[config.mk]
export PLATFORM = sky130hd
export DESIGN_NAME = ours_ppln_rr_arb_flat
export DESIGN_NICKNAME = d
export VERILOG_FILES = /design/src/rtl/ours_ppln_rr_arb_if.sv /design/src/rtl/ours_ppln_rr_arb.sv /design/src/flat_wrapper.sv
export SDC_FILE = /design/constraint.sdc
export NUM_CORES = 1
export LEC_CHECK = 0
export CORE_ASPECT_RATIO = 1.25
export CORE_MARGIN = 5
export CORE_UTILIZATION = 35
export CTS_BUF_LIST = sky130_fd_sc_hd__clkbuf_4 sky130_fd_sc_hd__clkbuf_8
export DETAILED_ROUTE_END_ITERATION = 8
export PLACE_DENSITY = 0.78
export SLEW_MARGIN = 20
export SYNTH_ARGS = -nofsm -noshare
export SYNTH_HDL_FRONTEND = slang
export SYNTH_SLANG_ARGS = --single-unit
[constraint.sdc]
create_clock -name clk -period 2.06 [get_ports clk]
set_input_delay 0.412 -clock clk [delete_from_list [all_inputs] [get_ports clk]]
set_output_delay 0.412 -clock clk [all_outputs]
set_load 0.005 [all_outputs]
[src/rtl/ours_ppln_rr_arb_if.sv]
// Requester and output channel bundle for the round-robin pipeline arbiter.
// master drives requests and out_ready; slave is the arbiter side.
interface ours_ppln_rr_arb_if #(
  parameter int NUM_REQ = 4,
  parameter int WIDTH   = 8,
  parameter int IDW     = $clog2(NUM_REQ)
);
  logic [NUM_REQ-1:0]       req_valid;
  logic [NUM_REQ-1:0]       req_ready;
  logic [NUM_REQ*WIDTH-1:0] req_data;
  logic [NUM_REQ-1:0]       req_last;
  logic                     out_valid;
  logic                     out_ready;
  logic [WIDTH-1:0]         out_data;
  logic                     out_last;
  logic [IDW-1:0]           out_id;

  modport master (
    output req_valid,
    output req_data,
    output req_last,
    output out_ready,
    input  req_ready,
    input  out_valid,
    input  out_data,
    input  out_last,
    input  out_id
  );

  modport slave (
    input  req_valid,
    input  req_data,
    input  req_last,
    input  out_ready,
    output req_ready,
    output out_valid,
    output out_data,
    output out_last,
    output out_id
  );
endinterface

[src/rtl/ours_ppln_rr_arb.sv]
// Round-robin arbiter merging NUM_REQ streams into one registered channel.
// OURS_ARB_PKT_LOCK_EN: hold the grant until a packet's last beat is taken.
module ours_ppln_rr_arb #(
  parameter int NUM_REQ = 4,
  parameter int WIDTH   = 8,
  parameter int IDW     = $clog2(NUM_REQ)
) (
  input logic               clk,
  input logic               rstn,
  ours_ppln_rr_arb_if.slave bus
);
  logic [IDW-1:0]   r_rr_ptr;
  logic             r_out_valid;
  logic [WIDTH-1:0] r_out_data;
  logic             r_out_last;
  logic [IDW-1:0]   r_out_id;

  logic             w_can_load;
  logic             w_rr_found;
  logic [IDW-1:0]   w_rr_sel;
  logic [IDW-1:0]   w_sel;
  logic             w_sel_valid;
  logic             w_accept;
  logic [WIDTH-1:0] w_sel_data;
  logic             w_sel_last;
  logic [IDW-1:0]   w_ptr_nxt;

  assign w_can_load = ~r_out_valid | bus.out_ready;

  // Circular search from r_rr_ptr; index kept one bit wider to wrap safely.
  always_comb begin : rr_search
    logic [IDW:0] v_idx;
    w_rr_sel   = r_rr_ptr;
    w_rr_found = 1'b0;
    v_idx      = '0;
    for (int k = 0; k < NUM_REQ; k++) begin
      v_idx = {1'b0, r_rr_ptr} + (IDW+1)'(k);
      if (v_idx >= (IDW+1)'(NUM_REQ))
        v_idx = v_idx - (IDW+1)'(NUM_REQ);
      if (!w_rr_found && bus.req_valid[v_idx[IDW-1:0]]) begin
        w_rr_found = 1'b1;
        w_rr_sel   = v_idx[IDW-1:0];
      end
    end
  end

`ifdef OURS_ARB_PKT_LOCK_EN
  logic           r_lock;
  logic [IDW-1:0] r_lock_id;

  assign w_sel       = r_lock ? r_lock_id : w_rr_sel;
  assign w_sel_valid = r_lock ? bus.req_valid[r_lock_id]
                              : w_rr_found;
`else
  assign w_sel       = w_rr_sel;
  assign w_sel_valid = w_rr_found;
`endif

  assign w_accept   = rstn & w_can_load & w_sel_valid;
  assign w_sel_data = bus.req_data[int'(w_sel)*WIDTH +: WIDTH];
  assign w_sel_last = bus.req_last[w_sel];
  assign w_ptr_nxt  = (w_sel == IDW'(NUM_REQ-1)) ? '0
                                                 : w_sel + 1'b1;

  always_comb begin
    bus.req_ready = '0;
    if (w_accept)
      bus.req_ready[w_sel] = 1'b1;
  end

  always_ff @(posedge clk) begin
    if (!rstn) begin
      r_out_valid <= 1'b0;
      r_out_data  <= '0;
      r_out_last  <= 1'b0;
      r_out_id    <= '0;
    end else if (w_accept) begin
      r_out_valid <= 1'b1;
      r_out_data  <= w_sel_data;
      r_out_last  <= w_sel_last;
      r_out_id    <= w_sel;
    end else if (r_out_valid && bus.out_ready) begin
      r_out_valid <= 1'b0;
    end
  end

`ifdef OURS_ARB_PKT_LOCK_EN
  always_ff @(posedge clk) begin
    if (!rstn) begin
      r_lock    <= 1'b0;
      r_lock_id <= '0;
      r_rr_ptr  <= '0;
    end else if (w_accept) begin
      if (w_sel_last) begin
        r_lock   <= 1'b0;
        r_rr_ptr <= w_ptr_nxt;
      end else begin
        r_lock    <= 1'b1;
        r_lock_id <= w_sel;
      end
    end
  end
`else
  always_ff @(posedge clk) begin
    if (!rstn)
      r_rr_ptr <= '0;
    else if (w_accept)
      r_rr_ptr <= w_ptr_nxt;
  end
`endif

  assign bus.out_valid = r_out_valid;
  assign bus.out_data  = r_out_data;
  assign bus.out_last  = r_out_last;
  assign bus.out_id    = r_out_id;
endmodule

[src/flat_wrapper.sv]
// flat-port wrapper written by rule: the top's interface ports become plain ports
module ours_ppln_rr_arb_flat 
#(
  parameter int NUM_REQ = 4,
  parameter int WIDTH   = 8,
  parameter int IDW     = $clog2(NUM_REQ)
)
  (clk, rstn, bus_req_valid, bus_req_data, bus_req_last, bus_out_ready, bus_req_ready, bus_out_valid, bus_out_data, bus_out_last, bus_out_id);
  ours_ppln_rr_arb_if #(.NUM_REQ(NUM_REQ), .WIDTH(WIDTH), .IDW(IDW)) bus_i ();
  input logic clk;
  input logic rstn;
  input wire logic [$bits(bus_i.req_valid)-1:0] bus_req_valid;
  input wire logic [$bits(bus_i.req_data)-1:0] bus_req_data;
  input wire logic [$bits(bus_i.req_last)-1:0] bus_req_last;
  input wire logic [$bits(bus_i.out_ready)-1:0] bus_out_ready;
  output wire logic [$bits(bus_i.req_ready)-1:0] bus_req_ready;
  output wire logic [$bits(bus_i.out_valid)-1:0] bus_out_valid;
  output wire logic [$bits(bus_i.out_data)-1:0] bus_out_data;
  output wire logic [$bits(bus_i.out_last)-1:0] bus_out_last;
  output wire logic [$bits(bus_i.out_id)-1:0] bus_out_id;
  assign bus_i.req_valid = bus_req_valid;
  assign bus_i.req_data = bus_req_data;
  assign bus_i.req_last = bus_req_last;
  assign bus_i.out_ready = bus_out_ready;
  assign bus_req_ready = bus_i.req_ready;
  assign bus_out_valid = bus_i.out_valid;
  assign bus_out_data = bus_i.out_data;
  assign bus_out_last = bus_i.out_last;
  assign bus_out_id = bus_i.out_id;
  ours_ppln_rr_arb #(.NUM_REQ(NUM_REQ), .WIDTH(WIDTH), .IDW(IDW)) u_core (.clk(clk), .rstn(rstn), .bus(bus_i));
endmodule
==> impl_metrics.py <==
metrics = {
    "setup_path": {
        "crit_family": "compound AO/OA/AOI/OAI gates",
        "cp_max_fo": 4,
        "cp.required_ns": 1.65,
        "cp_cell_sequence": "nor2b_4 -> a2111o_1 -> nand2_2 -> buf_6 -> ha_4 -> and3_1 -> buf_2",
        "path_buf_inv": 2,
        "arrival_ns": 1.78,
        "start_kind": "flip-flop",
        "criticalPathCategory": "flip-flop to primary output",
        "max_stage_delay_ns": 0.42,
        "cp-end-kind": "primary output",
        "cp_slowest_cell": "a2111o_1",
    },
    "placement": {
        "port_buffers": 58,
        "place.gp.congestion": 0.856,
        "dpl_cell_area_um2": 1800,
        "hpwl_um": 3180,
        "place_ws_ns": -0.759,
        "place_inst": 240,
    },
    "global_route": {
        "grt_antenna_before_repair": 0,
        "grt_pass1_vias": 1521,
        "top_usage_layer": "met2",
        "grt_overflow": 0,
        "grt_pass1_wl_um": 7460,
        "grt_util_met3_pct": 3.54,
        "met2_usage_pct": 42.5,
        "grtUsageTotal_pct": 23.5,
        "met1_usage_pct": 26.7,
        "grt_max_degree": 19,
    },
    "power": {
        "p_leak_nw": 0.892,
        "peakVddDrop_v": 0.000466,
        "power.density_nw_per_um2": 609,
        "power_mw": 1.22,
    },
    "detailed_routing": {
        "ant_nets": 0,
        "drc": 0,
        "vias": 1471,
        "avgViaCountPerCell": 5.79,
        "wl_per_cell_um": 18.3,
        "drt_iter0_drc": 88,
        "dr.pass1.iters": 4,
        "wl_um": 4650,
    },
    "finish": {
        "final_nets": 265,
        "syn_to_final_growth_pct": 100,
        "fill_cells": 200,
        "drive_gt1_share_pct": 30.5,
        "stdcell_count": 254,
        "antennaDiodeCount": 0,
        "finalInstanceArea_um2": 2000,
        "fin_util_pct": 73.8,
    },
    "yosys": {
        "yosys.area_share.simple_pct": 32.6,
        "synthTopCellsByArea": "dfxtp_1 28%, and3_1 11%, a2111o_1 10%",
        "synth_edf_count": 0,
        "netlist_top_cells_count": "19 x nand3_1, 18 x and3_1, 14 x dfxtp_1",
        "yosysWarnings": 0,
        "synth-xor-area-share_pct": 0,
        "yosysMostFrequentCell": "nand3_1",
        "synth_top_family_by_area": "compound AO/OA/AOI/OAI gates",
        "synth_top_area_cell": "dfxtp_1",
        "syn_area_um2": 997,
        "syn_avg_cell_area_um2": 7.79,
        "synthMuxAreaShare_pct": 0,
        "yosysSeqAreaShare_pct": 28.1,
        "ys_ff_latch": 14,
        "synth.top_cell.area_share_pct": 28.1,
        "synth_compound_area_share_pct": 34.1,
        "synth_flop_cell": "dfxtp_1",
        "synth_cells": 128,
        "yosysUniqueCellTypes": 26,
        "synth_fp_nets": 172,
        "synth_fa_ha_area_share_pct": 1.25,
        "async_flop_share_pct": 0,
    },
    "timing": {
        "timing.final.ws_setup_ns": -0.133,
        "finalSetupViolations": 9,
        "relSlewSlack_pct": 75.2,
        "finalHoldViolCount": 0,
        "period_needed_ns": 2.19,
        "slew_violations": 0,
        "fin_skew_ns": 0.000776,
        "rsz0062_at_grt": "true",
        "fin_crit_sh_pct": 106,
        "tightest_slew_ns": 0.372,
        "max_freq_mhz": 456,
    },
    "floorplan": {
        "rows": 21,
        "coreArea_um2": 2710,
        "start_util_pct": 36.8,
        "die_area_um2": 4020,
        "num_io_pins": 59,
        "die_height_um": 69.7,
        "fp.dieW_um": 57.7,
    },
    "clocking": {
        "holdBufCountCts": 0,
        "path_clk_slew_ns": 0.09,
        "clock-sinks": 14,
        "clockBufferDepth": 2,
        "insertion_delay_ns": 0.28,
        "clock-root-buffer": "clkbuf_4",
        "cts_tree": "built",
        "htreeDepth": 1,
        "cts_buffers": 3,
    },
    "worst_hold_path": {
        "min_path_type": "flip-flop to flip-flop",
    },
    "outcome": {
        "violations": "setup timing",
        "status": "finished with violations",
    },
    "flow_run": {
        "drv_cap": 0,
    },
}
-- kinds of logic (layout without fill, tap and decap cells) --
logic type | after synthesis | in the layout
buffers and inverters | 10 | 102
AOI/OAI and AO/OA | 43 | 43
DFF | 14 | 14
adders and majority gates | 1 | 1
and+or+nand+nor | 60 | 60
-- final cells by class --
type / count / area, um2 / area share, %
Timing Repair Buffer: 97 / 867 / 43.4
Inverter: 1 / 6.26 / 0.313
Multi-Input combinational cell: 104 / 761 / 38.1
Clock buffer: 4 / 36.3 / 1.82
Sequential cell: 14 / 285 / 14.3
Tap cell: 34 / 42.5 / 2.13
-- cells in the final DEF, fill, tap and decap left out, types with 2 or more instances in the layout --
cell type        netlist  layout
clkdlybuf4s50_1        0      49
buf_4                  0      34
nand3_1               19      18
and3_1                18      17
dfxtp_1               14      12
o21ai_0               11      11
a2111o_1               9       9
a31o_1                 9       9
nand2_1                8       6
buf_6                  0       6
buf_2                  1       5
nor2b_1                6       4
a21boi_1               2       3
o21ai_1                3       3
nor3_2                 0       3
clkbuf_4               0       3
o21bai_1               2       2
nor2b_4                0       2
nand2_2                0       2
dlygate4sd2_1          0       2
-- registers in the layout, summed over array words and instances, names as in the netlist --
register              count
u_core.bus.out_last       1
u_core.r_rr_ptr           2
u_core.bus.out_id         2
u_core.bus.out_data       8
u_core.bus.out_valid      1
-- timing repair --
action,in CTS,in global routing
pin swaps,6,3
endpoints found under the setup margin,14,12
gates resized for setup,49,10
buffers inserted,9,3
-- layer usage --
layer  vias up  part of all wire [%]
met5         -                     0
met4         0                   2.5
met3        13                   7.2
met2        80                    54
met1       693                    37
li1        685                     -
-- worst min-delay path, stage by stage, from the launching register on --
cell	delay [ns]
dfxtp_1	0.32
nand2_1	0.05
a21boi_1	0.06
-- through the flow --
stage | setup TNS (ns) | hold WS (ns)
finish | -0.616 | 0.479
global route | -1.53 | 0.515
CTS | -0.101 | 0.464
detailed placement | -8.57 | 0.455
global placement | -7.66 | 0.444
floorplan | 0 | 0.451
-- power by group --
| part | internal [mW] | leakage (nW) | switching [mW] |
|---|---|---|---|
| clock | 0.107 | 0.0210 | 0.0902 |
| combinational | 0.390 | 0.754 | 0.284 |
| sequential | 0.317 | 0.117 | 0.0278 |
-- final timing paths --
path / start / to / slack [ns] / cells past startpoint
setup / recovery: u_core.r_rr_ptr[1]$_SDFFE_PN0P_ / bus_req_ready[3] / -0.13 / 7
hold / removal: u_core.bus.out_id[1]$_SDFFE_PN0P_ / u_core.bus.out_id[1]$_SDFFE_PN0P_ / 0.48 / 2
setup reg to reg: u_core.r_rr_ptr[1]$_SDFFE_PN0P_ / u_core.bus.out_data[4]$_SDFFE_PN0P_ / -0.08 / 9
hold reg to reg: u_core.bus.out_id[1]$_SDFFE_PN0P_ / u_core.bus.out_id[1]$_SDFFE_PN0P_ / 0.48 / 2
Power figures use the tool's default switching activity.
